`src/rtl/writeback_pipe.sv`:
```
// Registered writeback stage: selects ALU or formatted load data, waits for late
// memory data, and drives the register-file write port with a one-cycle write pulse.
module writeback_pipe #(
    parameter int unsigned ADDR_SIZE  = 5,
    parameter int unsigned WORD_SIZE  = 32,
    parameter int unsigned BIG_ENDIAN = 1
) (
    input  logic                 clk,
    input  logic                 rst,
    input  logic                 flush,
    input  logic                 in_valid,
    output logic                 in_ready,
    input  logic [WORD_SIZE-1:0] alu_data,
    input  logic                 rd_data_sel,
    input  logic [1:0]           load_size,
    input  logic                 load_unsigned,
    input  logic [ADDR_SIZE-1:0] rd_addr_in,
    input  logic                 reg_write_in,
    input  logic [WORD_SIZE-1:0] mem_data,
    input  logic                 mem_valid,
    output logic                 rd_we,
    output logic [ADDR_SIZE-1:0] rd_addr,
    output logic [WORD_SIZE-1:0] rd_data,
    output logic                 addr_err
);

    generate
        if (WORD_SIZE != 32) begin : g_word_size_check
            $error("writeback_pipe: WORD_SIZE must be 32");
        end
    endgenerate

    localparam logic [1:0] SZ_BYTE = 2'b00;
    localparam logic [1:0] SZ_HALF = 2'b01;

    typedef enum logic {
        S_IDLE = 1'b0,
        S_WAIT = 1'b1
    } state_t;

    state_t                 r_state;
    state_t                 w_state_nxt;

    logic [1:0]             r_off;
    logic [1:0]             r_size;
    logic                   r_uns;
    logic [ADDR_SIZE-1:0]   r_addr;
    logic                   r_wr;

    logic                   w_accept;
    logic                   w_capture;
    logic                   w_done;
    logic                   w_load;
    logic [1:0]             w_off;
    logic [1:0]             w_size;
    logic                   w_uns;
    logic [ADDR_SIZE-1:0]   w_addr;
    logic                   w_wr;
    logic                   w_mis;
    logic [WORD_SIZE-1:0]   w_result;

    // Shift the addressed lane down to bit 0, then extend.
    function automatic logic [WORD_SIZE-1:0] format_load(
        input logic [WORD_SIZE-1:0] word,
        input logic [1:0]           off,
        input logic [1:0]           size,
        input logic                 uns
    );
        logic [1:0]           lane;
        logic [4:0]           amt;
        logic [WORD_SIZE-1:0] sh;
        logic [WORD_SIZE-1:0] res;
        lane = (BIG_ENDIAN != 0) ? ~off : off;
        case (size)
            SZ_BYTE: amt = {lane, 3'b000};
            SZ_HALF: amt = {lane[1], 4'b0000};
            default: amt = 5'd0;
        endcase
        sh = word >> amt;
        case (size)
            SZ_BYTE: res = uns ? {24'h0, sh[7:0]}  : {{24{sh[7]}}, sh[7:0]};
            SZ_HALF: res = uns ? {16'h0, sh[15:0]} : {{16{sh[15]}}, sh[15:0]};
            default: res = word;
        endcase
        return res;
    endfunction

    assign in_ready  = (r_state == S_IDLE);
    assign w_accept  = in_valid & in_ready & ~flush;
    assign w_capture = w_accept & rd_data_sel & ~mem_valid;

    // Next state and selection of the completing instruction's fields.
    always_comb begin
        w_state_nxt = r_state;
        w_done      = 1'b0;
        w_load      = rd_data_sel;
        w_off       = alu_data[1:0];
        w_size      = load_size;
        w_uns       = load_unsigned;
        w_addr      = rd_addr_in;
        w_wr        = reg_write_in;
        case (r_state)
            S_IDLE: begin
                if (w_accept) begin
                    if (rd_data_sel && !mem_valid) begin
                        w_state_nxt = S_WAIT;
                    end else begin
                        w_done = 1'b1;
                    end
                end
            end
            S_WAIT: begin
                w_load = 1'b1;
                w_off  = r_off;
                w_size = r_size;
                w_uns  = r_uns;
                w_addr = r_addr;
                w_wr   = r_wr;
                if (flush) begin
                    w_state_nxt = S_IDLE;
                end else if (mem_valid) begin
                    w_done      = 1'b1;
                    w_state_nxt = S_IDLE;
                end
            end
            default: w_state_nxt = S_IDLE;
        endcase
    end

    assign w_mis    = w_load & (((w_size == SZ_HALF) & w_off[0]) |
                                (w_size[1] & (w_off != 2'b00)));
    assign w_result = w_load ? format_load(mem_data, w_off, w_size, w_uns) : alu_data;

    always_ff @(posedge clk or posedge rst) begin
        if (rst) begin
            r_state <= S_IDLE;
        end else begin
            r_state <= w_state_nxt;
        end
    end

    // Fields of a load whose data has not yet arrived.
    always_ff @(posedge clk or posedge rst) begin
        if (rst) begin
            r_off  <= 2'b00;
            r_size <= 2'b00;
            r_uns  <= 1'b0;
            r_addr <= '0;
            r_wr   <= 1'b0;
        end else if (w_capture) begin
            r_off  <= alu_data[1:0];
            r_size <= load_size;
            r_uns  <= load_unsigned;
            r_addr <= rd_addr_in;
            r_wr   <= reg_write_in;
        end
    end

    // Register-file port: address/data hold between completions.
    always_ff @(posedge clk or posedge rst) begin
        if (rst) begin
            rd_we    <= 1'b0;
            rd_addr  <= '0;
            rd_data  <= '0;
            addr_err <= 1'b0;
        end else begin
            rd_we    <= w_done & w_wr & (w_addr != '0) & ~w_mis;
            addr_err <= w_done & w_mis;
            if (w_done) begin
                rd_addr <= w_addr;
                rd_data <= w_result;
            end
        end
    end

endmodule

```
`config.mk`:
```
export PLATFORM = sky130hd
export DESIGN_NAME = writeback_pipe
export DESIGN_NICKNAME = d
export VERILOG_FILES = /design/src/rtl/writeback_pipe.sv
export SDC_FILE = /design/constraint.sdc
export NUM_CORES = 1
export LEC_CHECK = 0
export ABC_AREA = 1
export BUFFER_PORTS_ARGS = -buffer_cell sky130_fd_sc_hd__buf_2
export CELL_PAD_IN_SITES_DETAIL_PLACEMENT = 1
export CELL_PAD_IN_SITES_GLOBAL_PLACEMENT = 2
export CORE_MARGIN = 8
export CORE_UTILIZATION = 27
export DETAILED_ROUTE_END_ITERATION = 8
export GPL_ROUTABILITY_DRIVEN = 1
export GPL_TIMING_DRIVEN = 1
export PLACE_DENSITY_LB_ADDON = 0.1
export SLEW_MARGIN = 20
export SYNTH_ARGS = -nofsm -noshare
export SYNTH_HDL_FRONTEND = slang
export SYNTH_SLANG_ARGS = --single-unit
```
`constraint.sdc`:
```
create_clock -name clk -period 2.2 [get_ports clk]
set_input_delay 0.55 -clock clk [delete_from_list [all_inputs] [get_ports clk]]
set_output_delay 0.55 -clock clk [all_outputs]
set_load 0.01 [all_outputs]
```
==> impl_metrics.toml <==
[cts]
clockBufferDepth = 2
post_cts_buffers = 0
cts.repair.resized = 0
cts_root_buf = "clkbuf_16"
cts.htree.levels = 2
cts_tree = "built"
numCtsBuffers = 5
cts.clk_slew.worst_paths_ns = 0.07
insertion_delay_ns = 0.31
numClockSinks = 51
cts_hold_buffers = 0

[global_routing]
grt_max_degree = 40
overflow = 0
grt_pass1_vias = 3795
antenna_found_initial = 1
track_usage = 0.160
grt_pass1_wl_um = 20900

[route]
antenna_left = 0
vias_per_cell = 4.52
via_count = 3534
firstDrtPassIters = 4
routed_wl_um = 13000
drc = 0
drt_iter0_drc = 142
wire_per_inst_um = 16.6

[critical_path]
r2r_end = "rd_data[6]$_DFFE_PP0P_"
cp_num_buf_inv = 2
max_stage_delay_ns = 0.48
cp-end-kind = "flip-flop"
cp.depth = 10
r2r_setup_slack_ns = 0.30
path_max_fanout = 22
required_ns = 2.43
critPathTopFamily = "flip-flops"
crit_arrival_ns = 2.13
crit_start = "r_state$_DFF_PP0_"
critical_path.cell_chain = "inv_4, nand2_2, nand2_4, nand3_2, buf_4, a21oi_1, o21ai_1, o21ai_1, nand2_1, a21oi_1"
path_class = "reg2reg"
r2r-start = "r_state$_DFF_PP0_"
critPathLaunchType = "flip-flop"
crit_slowest_cell = "dfrtp_2"
reg2regPathDepth = 10

[timing]
finalHoldViolations = 0
fin_crit_ns = 1.90
fmax_ghz = 0.526
tightest_slew_ns = 0.591
finalMaxSlewViolations = 0
setup_violations = 0
rsz0062_at_grt = "no"
relSlewSlack = 0.605
skew_ns = 0.00759
period_share = 0.864
fin_tns_setup_ns = 0

[run]
maxCapViolCount = 0

[finish]
fin_nets = 687
fillers = 1662
utilization = 0.354
area_delta_synth_final_pct = 28.4
antennaDiodeCount = 0
drive_gt1_frac = 0.315

[synthesis]
post-synth-top-area-cell = "dfrtp_1"
ys_seq_elements = 51
syn_area_mm2 = 0.00348
synth.top_cells.by_area = "dfrtp_1 37%, nand2_1 19%, nor2_1 6.9%, a21oi_1 5.0%, nand3_1 4.7%"
synth_nets = 574
ys_types = 32
ys_seq_area_frac = 0.367
netlist.area_leader.share = 0.367
yosys_warnings = 0
postSynthAreaPerCell_um2 = 7.03
synth_cells = 495

[placement]
routabilityCongestion = 0.844
port_buffers = 118
dp_hpwl_um = 10300

[die]
rows = 41
die_x_um = 130
die-area_mm2 = 0.0168
die_h_um = 130
start_util = 0.276
io-pin-count = 119
core_mm2 = 0.0126

[status]
status = "finished, final reports clean"

[hold_path]
hp-class = "in2async"

[pwr]
max-vdd-ir-drop_mv = 0.369
leakagePower_nw = 2.43
power_density_mw_per_mm2 = 710
per-layer routing:
layer / vias to the layer above / global-route usage / part of all wire
met3: 11 / 0.0411 / 0.063
met4: 2 / 0.0471 / 0.014
met1: 1635 / 0.212 / 0.47
met5: - / 0 / 0.00085
met2: 83 / 0.251 / 0.45
li1: 1803 / - / -
cell usage in the layout (no fill, tap or decap):
cell type	Yosys	routed
nand3_4	2	2
dfrtp_2	0	1
buf_4	0	11
clkbuf_16	0	5
nor2_1	64	64
inv_1	24	22
mux2i_1	1	1
buf_2	5	118
o21bai_1	1	1
clkbuf_8	0	1
nor2_2	1	1
nand3b_4	1	1
nand4_2	7	7
nand3_1	33	33
nand2_2	7	7
inv_2	2	3
bufinv_16	0	1
buf_12	3	6
dfrtp_1	51	50
nor3_1	1	1
nand2_4	5	5
o21ai_0	27	27
mux2_2	1	1
nand2_1	178	178
inv_6	0	1
a21oi_4	1	1
a21oi_1	35	35
inv_4	0	1
nor2_4	1	1
nor4_1	1	1
clkinv_4	1	1
o21ai_1	3	3
nand3_2	15	15
o31ai_1	1	1
or2_2	1	1
o21ai_4	1	1
sequential cells by signal, indices dropped and copies added, names as in the netlist:
name,cells
r_state,1
addr_err,1
r_off,2
r_wr,1
r_size,2
rd_data,32
rd_we,1
r_addr,5
r_uns,1
rd_addr,5
cells by family (layout without fill, tap and decap cells):
logic type / after synthesis / count (layout) / share of synthesized area
simple gates: 317 / 317 / 0.431
flops: 51 / 51 / 0.367
compound gates: 69 / 69 / 0.107
buf+inv: 56 / 170 / 0.0885
mux: 2 / 2 / 0.00611
cell usage after synthesis:
cell and count:
nand2_1 178, nor2_1 64, dfrtp_1 51, a21oi_1 35, nand3_1 33, o21ai_0 27, inv_1 24, clkbuf_1 15
nand3_2 15, nand2_2 7, nand4_2 7, buf_2 5, buf_6 5, nand2_4 5, buf_12 3, o21ai_1 3
inv_2 2, nand3_4 2, a21oi_4 1, buf_1 1, clkinv_4 1, mux2_2 1, mux2i_1 1, nand3b_4 1
nor2_2 1, nor2_4 1, nor3_1 1, nor4_1 1, o21ai_4 1, o21bai_1 1, o31ai_1 1, or2_2 1
metrics by stage:
step / power (mW) / std cells / hold WS (ns) / cell area (um2) / setup slack, ns
4_1_cts: 3.24 / 781 / 0.323 / 4460 / 0.160
5_1_grt: 3.40 / 781 / 0.350 / 4470 / 0.0664
2_1_floorplan: 1.81 / 495 / 0.442 / 3480 / 0.420
3_5_place_dp: 2.24 / 773 / 0.460 / 4290 / 0.147
6_report: 3.17 / 781 / 0.303 / 4470 / 0.299
3_3_place_gp: 2.22 / 773 / 0.455 / 4290 / 0.188
area by class of cell:
cell class                 count  area [um2]  share of cell area
timing repair buffer         135         793               0.178
clock inverter                 2        38.8             0.00868
inverter                      27         109              0.0244
tap                          172         215              0.0482
sequential                    51        1280               0.286
clock buffer                   6         139              0.0311
multi-input combinational    388        1900               0.424
how the worst max path moves through the flow:
stage / slack [ns] / endpoint
final: 0.30 / rd_data[6]$_DFFE_PP0P_
after global routing: 0.07 / rd_data[6]$_DFFE_PP0P_
after CTS: 0.16 / rd_data[14]$_DFFE_PP0P_
after detailed placement: 0.15 / rd_data[6]$_DFFE_PP0P_
after global placement: 0.19 / rd_data[10]$_DFFE_PP0P_
after floorplan: 0.42 / addr_err$_DFF_PP0_
report_power, final:
part           internal [mW]  switching [mW]  total (mW)
Sequential              1.13           0.109        1.24
Clock                  0.573           0.395       0.968
Combinational          0.388           0.576       0.964
Note: power is estimated with default switching activity, not from simulation.
